--- src/rtl/imm_gen_pipe.sv ---
`default_nettype none
// ============================================================================
// Module      : imm_gen_pipe
// Description : RV32 immediate decoder feeding a small FIFO of decoded entries.
//               Define IMM_GEN_ZICSR_EN to decode CSR-immediate (zimm) forms.
// Revision    : 1.0 - initial release
// ============================================================================
module imm_gen_pipe #(
  parameter int XLEN  = 32,
  parameter int DEPTH = 2
) (
  input  logic                     clk,
  input  logic                     rst_n,
  input  logic                     flush,
  input  logic                     in_valid,
  output logic                     in_ready,
  input  logic [31:0]              in_instr,
  output logic                     out_valid,
  input  logic                     out_ready,
  output logic [XLEN-1:0]          out_imm,
  output logic [2:0]               out_fmt,
  output logic                     out_illegal,
  output logic [$clog2(DEPTH):0]   count
);

  localparam int               c_aw      = $clog2(DEPTH);
  localparam logic [c_aw:0]    c_depth   = (c_aw + 1)'(DEPTH);
  localparam logic [c_aw-1:0]  c_ptr_one = (c_aw)'(1);
  localparam logic [c_aw:0]    c_cnt_one = (c_aw + 1)'(1);

  localparam logic [2:0] c_fmt_i   = 3'b000;
  localparam logic [2:0] c_fmt_b   = 3'b001;
  localparam logic [2:0] c_fmt_s   = 3'b010;
  localparam logic [2:0] c_fmt_j   = 3'b011;
  localparam logic [2:0] c_fmt_u   = 3'b100;
  localparam logic [2:0] c_fmt_csr = 3'b101;
  localparam logic [2:0] c_fmt_bad = 3'b111;

  logic [63:0]     w_imm64;
  logic [2:0]      w_fmt;
  logic            w_illegal;
  logic            w_sign;
  logic            w_push;
  logic            w_pop;
  logic            w_unused_bits;

  logic [c_aw-1:0] r_wptr;
  logic [c_aw-1:0] r_rptr;
  logic [c_aw:0]   r_count;
  logic [XLEN-1:0] r_imm_mem [DEPTH];
  logic [2:0]      r_fmt_mem [DEPTH];
  logic            r_ill_mem [DEPTH];

  assign w_sign = in_instr[31];

  // Decode at full 64-bit width, then keep the low XLEN bits.
  always_comb begin
    w_fmt     = c_fmt_bad;
    w_imm64   = '0;
    w_illegal = 1'b1;
    case (in_instr[6:0])
      7'b0010011, 7'b0000011, 7'b1100111: begin
        w_fmt     = c_fmt_i;
        w_imm64   = {{52{w_sign}}, in_instr[31:20]};
        w_illegal = 1'b0;
      end
      7'b0100011: begin
        w_fmt     = c_fmt_s;
        w_imm64   = {{52{w_sign}}, in_instr[31:25], in_instr[11:7]};
        w_illegal = 1'b0;
      end
      7'b1100011: begin
        w_fmt     = c_fmt_b;
        w_imm64   = {{51{w_sign}}, in_instr[31], in_instr[7], in_instr[30:25],
                     in_instr[11:8], 1'b0};
        w_illegal = 1'b0;
      end
      7'b1101111: begin
        w_fmt     = c_fmt_j;
        w_imm64   = {{43{w_sign}}, in_instr[31], in_instr[19:12], in_instr[20],
                     in_instr[30:21], 1'b0};
        w_illegal = 1'b0;
      end
      7'b0110111, 7'b0010111: begin
        w_fmt     = c_fmt_u;
        w_imm64   = {{32{w_sign}}, in_instr[31:12], 12'b0};
        w_illegal = 1'b0;
      end
`ifdef IMM_GEN_ZICSR_EN
      7'b1110011: begin
        if (in_instr[14]) begin
          w_fmt     = c_fmt_csr;
          w_imm64   = {59'b0, in_instr[19:15]};
          w_illegal = 1'b0;
        end
      end
`endif
      default: ;
    endcase
  end

  // Bits not consumed in every configuration (upper imm bits when XLEN=32).
  assign w_unused_bits = ^{w_imm64, in_instr};

  assign in_ready  = (r_count < c_depth);
  assign out_valid = (r_count != '0);
  assign count     = r_count;
  assign w_push    = in_valid && in_ready;
  assign w_pop     = out_valid && out_ready;

  always_ff @(posedge clk or negedge rst_n) begin
    if (!rst_n) begin
      r_wptr  <= '0;
      r_rptr  <= '0;
      r_count <= '0;
    end else if (flush) begin
      r_wptr  <= '0;
      r_rptr  <= '0;
      r_count <= '0;
    end else begin
      if (w_push) r_wptr <= r_wptr + c_ptr_one;
      if (w_pop)  r_rptr <= r_rptr + c_ptr_one;
      case ({w_push, w_pop})
        2'b10:   r_count <= r_count + c_cnt_one;
        2'b01:   r_count <= r_count - c_cnt_one;
        default: r_count <= r_count;
      endcase
    end
  end

  // Storage needs no reset: every read is gated by a non-zero count.
  always_ff @(posedge clk) begin
    if (w_push && !flush) begin
      r_imm_mem[r_wptr] <= w_imm64[XLEN-1:0];
      r_fmt_mem[r_wptr] <= w_fmt;
      r_ill_mem[r_wptr] <= w_illegal;
    end
  end

  assign out_imm     = out_valid ? r_imm_mem[r_rptr] : '0;
  assign out_fmt     = out_valid ? r_fmt_mem[r_rptr] : 3'b000;
  assign out_illegal = out_valid ? r_ill_mem[r_rptr] : 1'b0;

endmodule
`default_nettype wire

--- config.mk ---
export PLATFORM = sky130hd
export DESIGN_NAME = imm_gen_pipe
export DESIGN_NICKNAME = d
export VERILOG_FILES = /design/src/rtl/imm_gen_pipe.sv
export SDC_FILE = /design/constraint.sdc
export NUM_CORES = 1
export LEC_CHECK = 0
export CAP_MARGIN = 10
export CORE_MARGIN = 2
export CORE_UTILIZATION = 25
export DETAILED_ROUTE_END_ITERATION = 12
export HOLD_SLACK_MARGIN = 0.1
export PLACE_DENSITY = 0.46
export RECOVER_POWER = 100
export SYNTH_ARGS = -nofsm -noshare
export SYNTH_HDL_FRONTEND = slang
export SYNTH_SLANG_ARGS = --single-unit
--- constraint.sdc ---
create_clock -name clk -period 11.7 [get_ports clk]
set_input_delay 3.51 -clock clk [delete_from_list [all_inputs] [get_ports clk]]
set_output_delay 3.51 -clock clk [all_outputs]
set_load 0.05 [all_outputs]
Yosys cells after proc, flatten, opt, wreduce, memory -nomap -nowiden
Memory sizes are Yosys's and may differ from the RTL's.
Cells that the tools add are included.
{"block": "op_classes", "addsub": 4, "magnitude_cmp": 1, "eq_ne": 10, "mux": 14, "n_reduce_logical": 11}
{"op": "$pmux W32 S5", "count": 1}
{"op": "$mux W32", "count": 1}
{"op": "$eq A7 B7 Y1 const B", "count": 3}
{"op": "$pmux W3 S5", "count": 1}
{"op": "$eq A7 B5 Y1 const B", "count": 2}
{"op": "$eq A7 B6 Y1 const B", "count": 2}
{"op": "$mux W1", "count": 8}
{"op": "$reduce_or A8 Y1", "count": 1}
{"op": "$eq A7 B2 Y1 const B", "count": 1}
{"op": "$reduce_bool A2 Y1", "count": 3}
{"op": "$pmux W2 S2", "count": 1}
{"op": "$logic_and A1 B1 Y1", "count": 3}
{"op": "$mux W3", "count": 1}
{"op": "$reduce_bool A3 Y1", "count": 1}
{"op": "$reduce_or A3 Y1", "count": 1}
{"op": "$add A1 B1 Y1 const B", "count": 2}
{"op": "$add A2 B1 Y2 const B", "count": 1}
{"op": "$eq A2 B1 Y1 const B", "count": 1}
{"op": "$eq A2 B2 Y1 const B", "count": 1}
{"op": "$lt A2 B2 Y1 const B", "count": 1}
{"op": "$mux W2", "count": 1}
{"op": "$reduce_or A2 Y1", "count": 1}
{"op": "$sub A2 B1 Y2 const B", "count": 1}
{"op": "$logic_not A1 Y1", "count": 1}
{"block": "totals", "reg_bits": 4, "ram_bits": 72, "out_inout_bits": 40, "word_cells": 46, "n_memories": 3}
{"name": "r_imm_mem", "words": 2, "width": 32, "read_ports": 1, "rd_ports_with_merged_regs": 0, "write_ports": 1, "line_no": "50", "rtl": "logic [XLEN-1:0] r_imm_mem [DEPTH];"}
{"name": "r_fmt_mem", "words": 2, "width": 3, "read_ports": 1, "rd_ports_with_merged_regs": 0, "write_ports": 1, "line_no": "51", "rtl": "logic [2:0] r_fmt_mem [DEPTH];"}
{"name": "r_ill_mem", "words": 2, "width": 1, "read_ports": 1, "rd_ports_with_merged_regs": 0, "write_ports": 1, "line_no": "52", "rtl": "logic r_ill_mem [DEPTH];"}

Depth between registers and ports, before layout
Gate-level depths: netlist of run 1.
{"block": "depth", "word_depth": 5, "depth_mapped": 6}

Worst setup path after synthesis of run 1
Ideal clock, no wire load.
{"block": "synth_path", "path_kind": "in2reg", "startpoint": "in in_valid", "endpoint": "mem r_fmt_mem[1][0] (enable)", "setup_time_ps": 482, "arrival_ps": 6322, "required_ps": 11218, "setup_slack_ps": 4897, "path_stages": 2, "path_buffers": 0, "cell_sequence": "nand2b_1 > nor3b_1"}
{"block": "synth_via", "elab_chain_cells": 4}
{"element": "start, declared", "line_no": "15", "rtl": "input logic in_valid,"}
{"element": "$logic_and A1 B1 Y1", "line_no": "108", "rtl": "assign w_push = in_valid && in_ready;"}
{"element": "$logic_and A1 B1 Y1", "line_no": "133", "rtl": "if (w_push && !flush) begin"}
{"element": "$mux W1", "line_no": "133"}
{"element": "$mux W1 (not written as such)", "line_no": "135", "rtl": "r_fmt_mem[r_wptr] <= w_fmt;"}
{"element": "end, declared", "line_no": "51"}
Every way passes these cells.

Worst setup path after layout of run 1
{"block": "layout_path", "startpoint": "reg r_count[0] (netlist: count[0])", "endpoint": "out out_imm[20]"}
{"block": "layout_via", "elab_chain_cells": 2}
{"element": "start, declared", "line_no": "49", "rtl": "logic [c_aw:0] r_count;"}
{"element": "start signal, assigned", "line_no": "124", "rtl": "2'b10: r_count <= r_count + c_cnt_one;"}
{"element": "start signal, assigned", "line_no": "125", "rtl": "2'b01: r_count <= r_count - c_cnt_one;"}
{"element": "start signal, assigned", "line_no": "126", "rtl": "default: r_count <= r_count;"}
{"element": "$reduce_bool A2 Y1", "line_no": "106", "rtl": "assign out_valid = (r_count != '0);"}
{"element": "$mux W32", "line_no": "140", "rtl": "assign out_imm = out_valid ? r_imm_mem[r_rptr] : '0;"}
{"element": "end, declared", "line_no": "20", "rtl": "output logic [XLEN-1:0] out_imm,"}
Every way passes these cells.

==> flow_summary.json, run 1 <==
{
  "finalCritPeriodShare_pct": 61.3,
  "die_height_um": 122,
  "avgSynthCellArea_sq_um": 13.6,
  "synth-edff-count": 72,
  "synth_area_sq_um": 3490,
  "synth_mux_area_share_pct": 10.6,
  "cap_violations": 3,
  "synth_xor_area_share_pct": 0.753,
  "ys_seq_area_share_pct": 64.9,
  "synth-main-ff-cell": "edfxtp_1",
  "wl_mm": 7.96,
  "grt_use_total_pct": 11.2,
  "gp_congestion": 0.827,
  "overflow": 0,
  "ir_worst_vdd_uv": 67.5,
  "core_area_sq_um": 13800,
  "port_buffers": 76,
  "grt_pass1_vias": 2203,
  "wl_per_cell_um": 15.3,
  "cp_max_fo": 37,
  "cts-root-buf": "clkbuf_16",
  "power_density_nw_per_um2": 146,
  "drive_gt1_share_pct": 5.88,
  "first_iter_violations": 101,
  "cp_common_cell": "nor2_1",
  "r2r-end": "r_rptr",
  "cts_tree": "done",
  "finalSetupTns_ps": 0,
  "layout-area-overhead-vs-synth_pct": 33.8,
  "synthesis.nets": 294,
  "clk_path_buf_depth": 2,
  "nets": 373,
  "cts_resized": 0,
  "yosysWarnings": 0,
  "n_fill_cell": 1409,
  "clk_pin_slew_worst_paths_ps": 50,
  "r2r_start": "count[0]",
  "grt_pass1_wl_mm": 12.2,
  "multi_input_area_sq_um": 1110,
  "cts_htree_levels": 3,
  "antenna_found_initial": 0,
  "syn_inst": 257,
  "fin_crit_ps": 7170,
  "dp_hpwl_mm": 5.37,
  "worstPathCellList": "nor2_1, nor2_1, dlygate4sd3_1",
  "rsz0062_at_grt": "no",
  "status": "finished, violations left",
  "rows": 43,
  "finalSetupViolCount": 0,
  "die_x_um": 122,
  "final-max-slew-violation-count": 112,
  "crit_start": "count[0]",
  "crit_path_end": "out_imm[20]",
  "worst_hold_path_type": "flop to flop",
  "synth_cell_types": 42,
  "cts.sinks": 76,
  "reg2reg_depth": 5,
  "slowest_delay_ps": 1830,
  "p_leak_nw": 1.74,
  "seq_area_sq_um": 2260,
  "crit_buf_inv": 1,
  "clock_latency_ps": 320,
  "first_pass_iters": 4,
  "hold_viol": 0,
  "violations": "max-capacitance violations, max-slew violations",
  "slowest_stage": "nor2_1",
  "async_reset_ff_share_pct": 5.26,
  "cp-end-kind": "primary output",
  "r2r_slack_ps": 8760,
  "ios": 77,
  "fmax_mhz": 140,
  "grt_start_max_net_pins": 38,
  "critPathTopFamily": "simple AND/OR/NAND/NOR gates",
  "fin_util_pct": 33.9,
  "worst_pin_slew_ps": 2460,
  "antenna_cells": 0,
  "critPathRequiredTime_ps": 8190,
  "dieArea_sq_um": 14900,
  "start_util_pct": 25.3,
  "drcViolationCount": 0,
  "cts_inserted_buffers": 9,
  "worstPathArrival_ps": 3660,
  "ys_ff_latch": 76,
  "antenna_left": 0,
  "synthSimpleGateAreaFrac_pct": 12.2,
  "synth_top_family_by_area": "simple AND/OR/NAND/NOR gates",
  "clock_skew_ps": 4.16,
  "avgViaCountPerCell": 4.26,
  "postCtsSetupRepairBufs": 0,
  "yosys.area_share.adder_pct": 0,
  "cts.hold.buffers_added": 0,
  "synth_compound_area_share_pct": 9.19,
  "max_slew_margin_pct": -64.9,
  "cp.depth": 3,
  "vias": 2215,
  "critPathKind": "flop to primary output",
  "start_kind": "flop"
}
[state kept, by name, indices dropped and copies added (netlist names)]
| name | flops |
|---|---|
| r_ill_mem | 2 |
| count | 2 |
| r_fmt_mem | 6 |
| r_rptr | 1 |
| r_wptr | 1 |
| r_imm_mem | 64 |
[kinds of logic after synthesis]
logic type | after synthesis
xor gates and xnor gates | 3
AOI/OAI and AO/OA | 40
DFF | 76
buffers and inverters | 16
and+or+nand+nor | 85
muxes | 37
[per-layer routing]
layer  track usage [%]  wire (um)  vias up
li1                  -          -     1101
met5                 0          0        -
met1              15.0       3710     1066
met3              2.81        294        2
met4              4.09         54        0
met2              17.8       3900       46
[synth_stat cells (4+ instances only)]
master	count	share of area, %
inv_1	5	0.54
a21o_1	18	3.9
and2_1	8	1.4
dfrtp_1	4	2.9
mux2i_1	37	11
nor3_1	5	0.72
buf_2	4	0.57
a22o_1	4	1.0
nor2_1	43	4.6
nand2_1	9	0.97
edfxtp_1	72	62
[metrics by stage]
stage | hold slack [ps] | instance area, sq um | setup slack, ps | cells | total power, mW
after floorplan | 519 | 3490 | 4900 | 257 | 0.392
after global placement | 561 | 4450 | 6100 | 505 | 0.438
after global routing | 616 | 4660 | 4050 | 520 | 0.710
after CTS | 588 | 4720 | 5720 | 520 | 0.697
final | 566 | 4660 | 4530 | 520 | 0.679
after detailed placement | 576 | 4450 | 6080 | 505 | 0.438
[report_power, final]
group	leakage, nW	total, mW	switching, mW	internal, mW
Sequential	0.678	0.313	0.00322	0.310
Combinational	0.932	0.112	0.0729	0.0389
Clock	0.132	0.254	0.0926	0.162
[layout by cell type (no fill, tap or decap), types with 2 or more instances in the layout]
cell	Yosys	final
edfxtp_1	72	72
nor2_1	43	44
dlygate4sd3_1	0	44
mux2i_1	37	37
clkdlybuf4s50_1	0	32
a21o_1	18	18
nand2_1	9	10
clkbuf_16	0	9
and2_0	0	8
nor3_1	5	5
a21oi_1	3	5
inv_1	5	5
o21ai_0	3	4
a22o_1	4	4
clkbuf_1	3	4
xor2_1	3	3
clkinv_1	0	3
dfrtp_1	4	3
and3b_1	1	2
nor2b_1	2	2
and2_1	8	2
nand3b_1	2	2
nand3_1	2	2
a211oi_1	1	2
nor3b_1	2	2
[cell type report]
| cell class | count | area share (%) |
|---|---|---|
| Clock inverter | 4 | 0.885 |
| Clock buffer | 11 | 4.99 |
| Inverter | 5 | 0.402 |
| Timing Repair Buffer | 79 | 16.6 |
| Sequential cell | 76 | 48.5 |
| Multi-Input combinational cell | 165 | 23.7 |
| Tap cell | 180 | 4.83 |
[worst min path at each step]
stage,start,end,slack [ps],cells past startpoint
2_1_floorplan,r_wptr,r_wptr,520,2
5_1_grt,r_wptr,r_wptr,620,2
3_5_place_dp,r_wptr,r_wptr,580,2
3_3_place_gp,r_wptr,r_wptr,560,2
6_report,r_wptr,r_wptr,570,2
4_1_cts,r_wptr,r_wptr,590,2
[worst register-to-register path, cell delays in order (launching register included)]
cell     delay (ps)
dfrtp_1         440
nor2_1         1830
inv_1           160
nand2_1         180
xor2_1          160
nor2_1           60
No activity file was read; power rests on OpenSTA's default activity.
==> run 2: changes to the inputs <==
==> constraint.sdc (replaced) <==
create_clock -name clk -period 6.7 [get_ports clk]
set_input_delay 2.01 -clock clk [delete_from_list [all_inputs] [get_ports clk]]
set_output_delay 2.01 -clock clk [all_outputs]
set_load 0.05 [all_outputs]
==> run 2 against run 1 <==
  * The flow still finishes with violations (max-capacitance violations, max-slew violations)
  * Cell count unchanged
  * Utilization barely moved
  * Clock-buffer cell count grew 1
  * Critical path type unchanged
  * Critical endpoint is now out_imm[21]
  * Largest power group unchanged
==> flow_summary.json, run 2 (synthesis gave the netlist of run 1 again) <==
{
  "largest_registers": "r_imm_mem (64), r_fmt_mem (6)",
  "power_density_nw_per_um2": 256,
  "grt_use_total_pct": 11.2,
  "grt_start_max_net_pins": 38,
  "cts_tree": "done",
  "die_x_um": 122,
  "antenna_found_initial": 0,
  "worst_pin_slew_ps": 2230,
  "r2r_slack_ps": 3720,
  "grt_pass1_wl_mm": 12.3,
  "clk_pin_slew_worst_paths_ps": 50,
  "clock_latency_ps": 320,
  "first_iter_violations": 97,
  "whs_path_depth": 2,
  "port_buffers": 76,
  "pre_cts_slack_ps": 2570,
  "start_util_pct": 25.3,
  "worst_hold_path_type": "flop to flop",
  "p_leak_nw": 1.74,
  "setup_slack_ps": 1740,
  "fin_util_pct": 33.9,
  "wl_mm": 7.98,
  "layout_common_cells": "edfxtp_1, nor2_1, dlygate4sd3_1",
  "start_kind": "flop",
  "r2r_start": "count[1]",
  "cts.sinks": 76,
  "critPathKind": "flop to primary output",
  "ir_worst_vdd_uv": 117,
  "status": "finished, violations left",
  "cap_violations": 2,
  "cts_htree_levels": 3,
  "top_register": "r_imm_mem",
  "clk_path_buf_depth": 2,
  "critPathRequiredTime_ps": 4690,
  "final-max-slew-violation-count": 74,
  "crit_start": "r_rptr",
  "avgViaCountPerCell": 4.30,
  "antenna_cells": 0,
  "drive_gt1_share_pct": 6.47,
  "antenna_left": 0,
  "cp_max_fo": 37,
  "largest_reg_flops": 64,
  "drcViolationCount": 0,
  "finalSetupTns_ps": 0,
  "finalSetupViolCount": 0,
  "worstPathArrival_ps": 2950,
  "first_pass_iters": 4,
  "rsz0062_at_grt": "no",
  "fmax_mhz": 202,
  "cts.hold.buffers_added": 0,
  "reg2reg_depth": 3,
  "gp_congestion": 0.827,
  "postCtsSetupRepairBufs": 0,
  "n_fill_cell": 1413,
  "vias": 2235,
  "power_mw": 1.20,
  "finalCritPeriodShare_pct": 74.0,
  "ios": 77,
  "core_area_sq_um": 13800,
  "dp_hpwl_mm": 5.40,
  "grt_pass1_vias": 2220,
  "cts_inserted_buffers": 9,
  "crit_path_end": "out_imm[21]",
  "cp-end-kind": "primary output",
  "rows": 43,
  "worst_hold_slack_ps": 589,
  "violations": "max-capacitance violations, max-slew violations",
  "min_from": "r_wptr",
  "clock_skew_ps": 3.84,
  "layout-area-overhead-vs-synth_pct": 33.9,
  "nets": 373,
  "die_height_um": 122,
  "max_slew_margin_pct": -48.5,
  "wl_per_cell_um": 15.3,
  "cts_resized": 0,
  "overflow": 0,
  "layout_commonest_cell": "edfxtp_1",
  "hold_viol": 0,
  "r2r-end": "r_imm_mem[1][8]",
  "cts-root-buf": "clkbuf_16",
  "dieArea_sq_um": 14900,
  "fin_crit_ps": 4960
}
==> run 2: cell count changes in the layout (fill, tap and decap cells not counted) <==
cell / before / now
buf_4: 1 / 0
clkbuf_1: 4 / 5
clkbuf_2: 0 / 1
clkdlybuf4s50_1: 32 / 34
clkinv_1: 3 / 1
clkinv_2: 0 / 1
dlygate4sd3_1: 44 / 42
nor2_1: 44 / 43
nor2_4: 1 / 2
==> run 2: final cells by class <==
type | instances | area (sq um) | share of cell area, %
clock buffers | 12 | 236 | 5.06
inverters | 5 | 18.8 | 0.402
multi-input cells | 165 | 1110 | 23.9
clock inverters | 3 | 38.8 | 0.830
well taps | 180 | 225 | 4.82
repair buffers | 79 | 773 | 16.6
flip-flops and latches | 76 | 2260 | 48.5
==> run 2: through the flow <==
step	std cells	cell area, sq um
floorplan	257	3490
global placement	505	4450
detailed placement	505	4450
CTS	520	4720
global route	520	4670
finish	520	4670
==> run 2: power breakdown <==
group          internal [mW]  total [mW]  leakage, nW  switching [mW]
sequential             0.542       0.548        0.678         0.00601
combinational         0.0689       0.196        0.929           0.127
clock                  0.284       0.452        0.134           0.167
total                  0.895        1.20         1.74           0.300
==> run 2: worst min path at each step <==
| stage | slack, ps | endpoint |
|---|---|---|
| after global placement | 560 | r_wptr |
| final | 590 | r_wptr |
| after detailed placement | 590 | r_wptr |
| after global routing | 650 | r_wptr |
| after CTS | 600 | r_wptr |
| after floorplan | 520 | r_wptr |
==> run 2: worst max-delay path, cell delays in order (launching register included) <==
cell and delay [ps]:
dfrtp_2 340, clkbuf_2 970, mux2i_1 270, nor2_1 150, dlygate4sd3_1 880
==> run 2: routing by layer <==
metal,vias to the layer above,global-route usage (%),wire length [um]
met5,-,0,0
met4,0,4.09,99
met3,7,2.90,445
met2,57,17.4,3890
met1,1071,15.1,3550
li1,1100,-,-
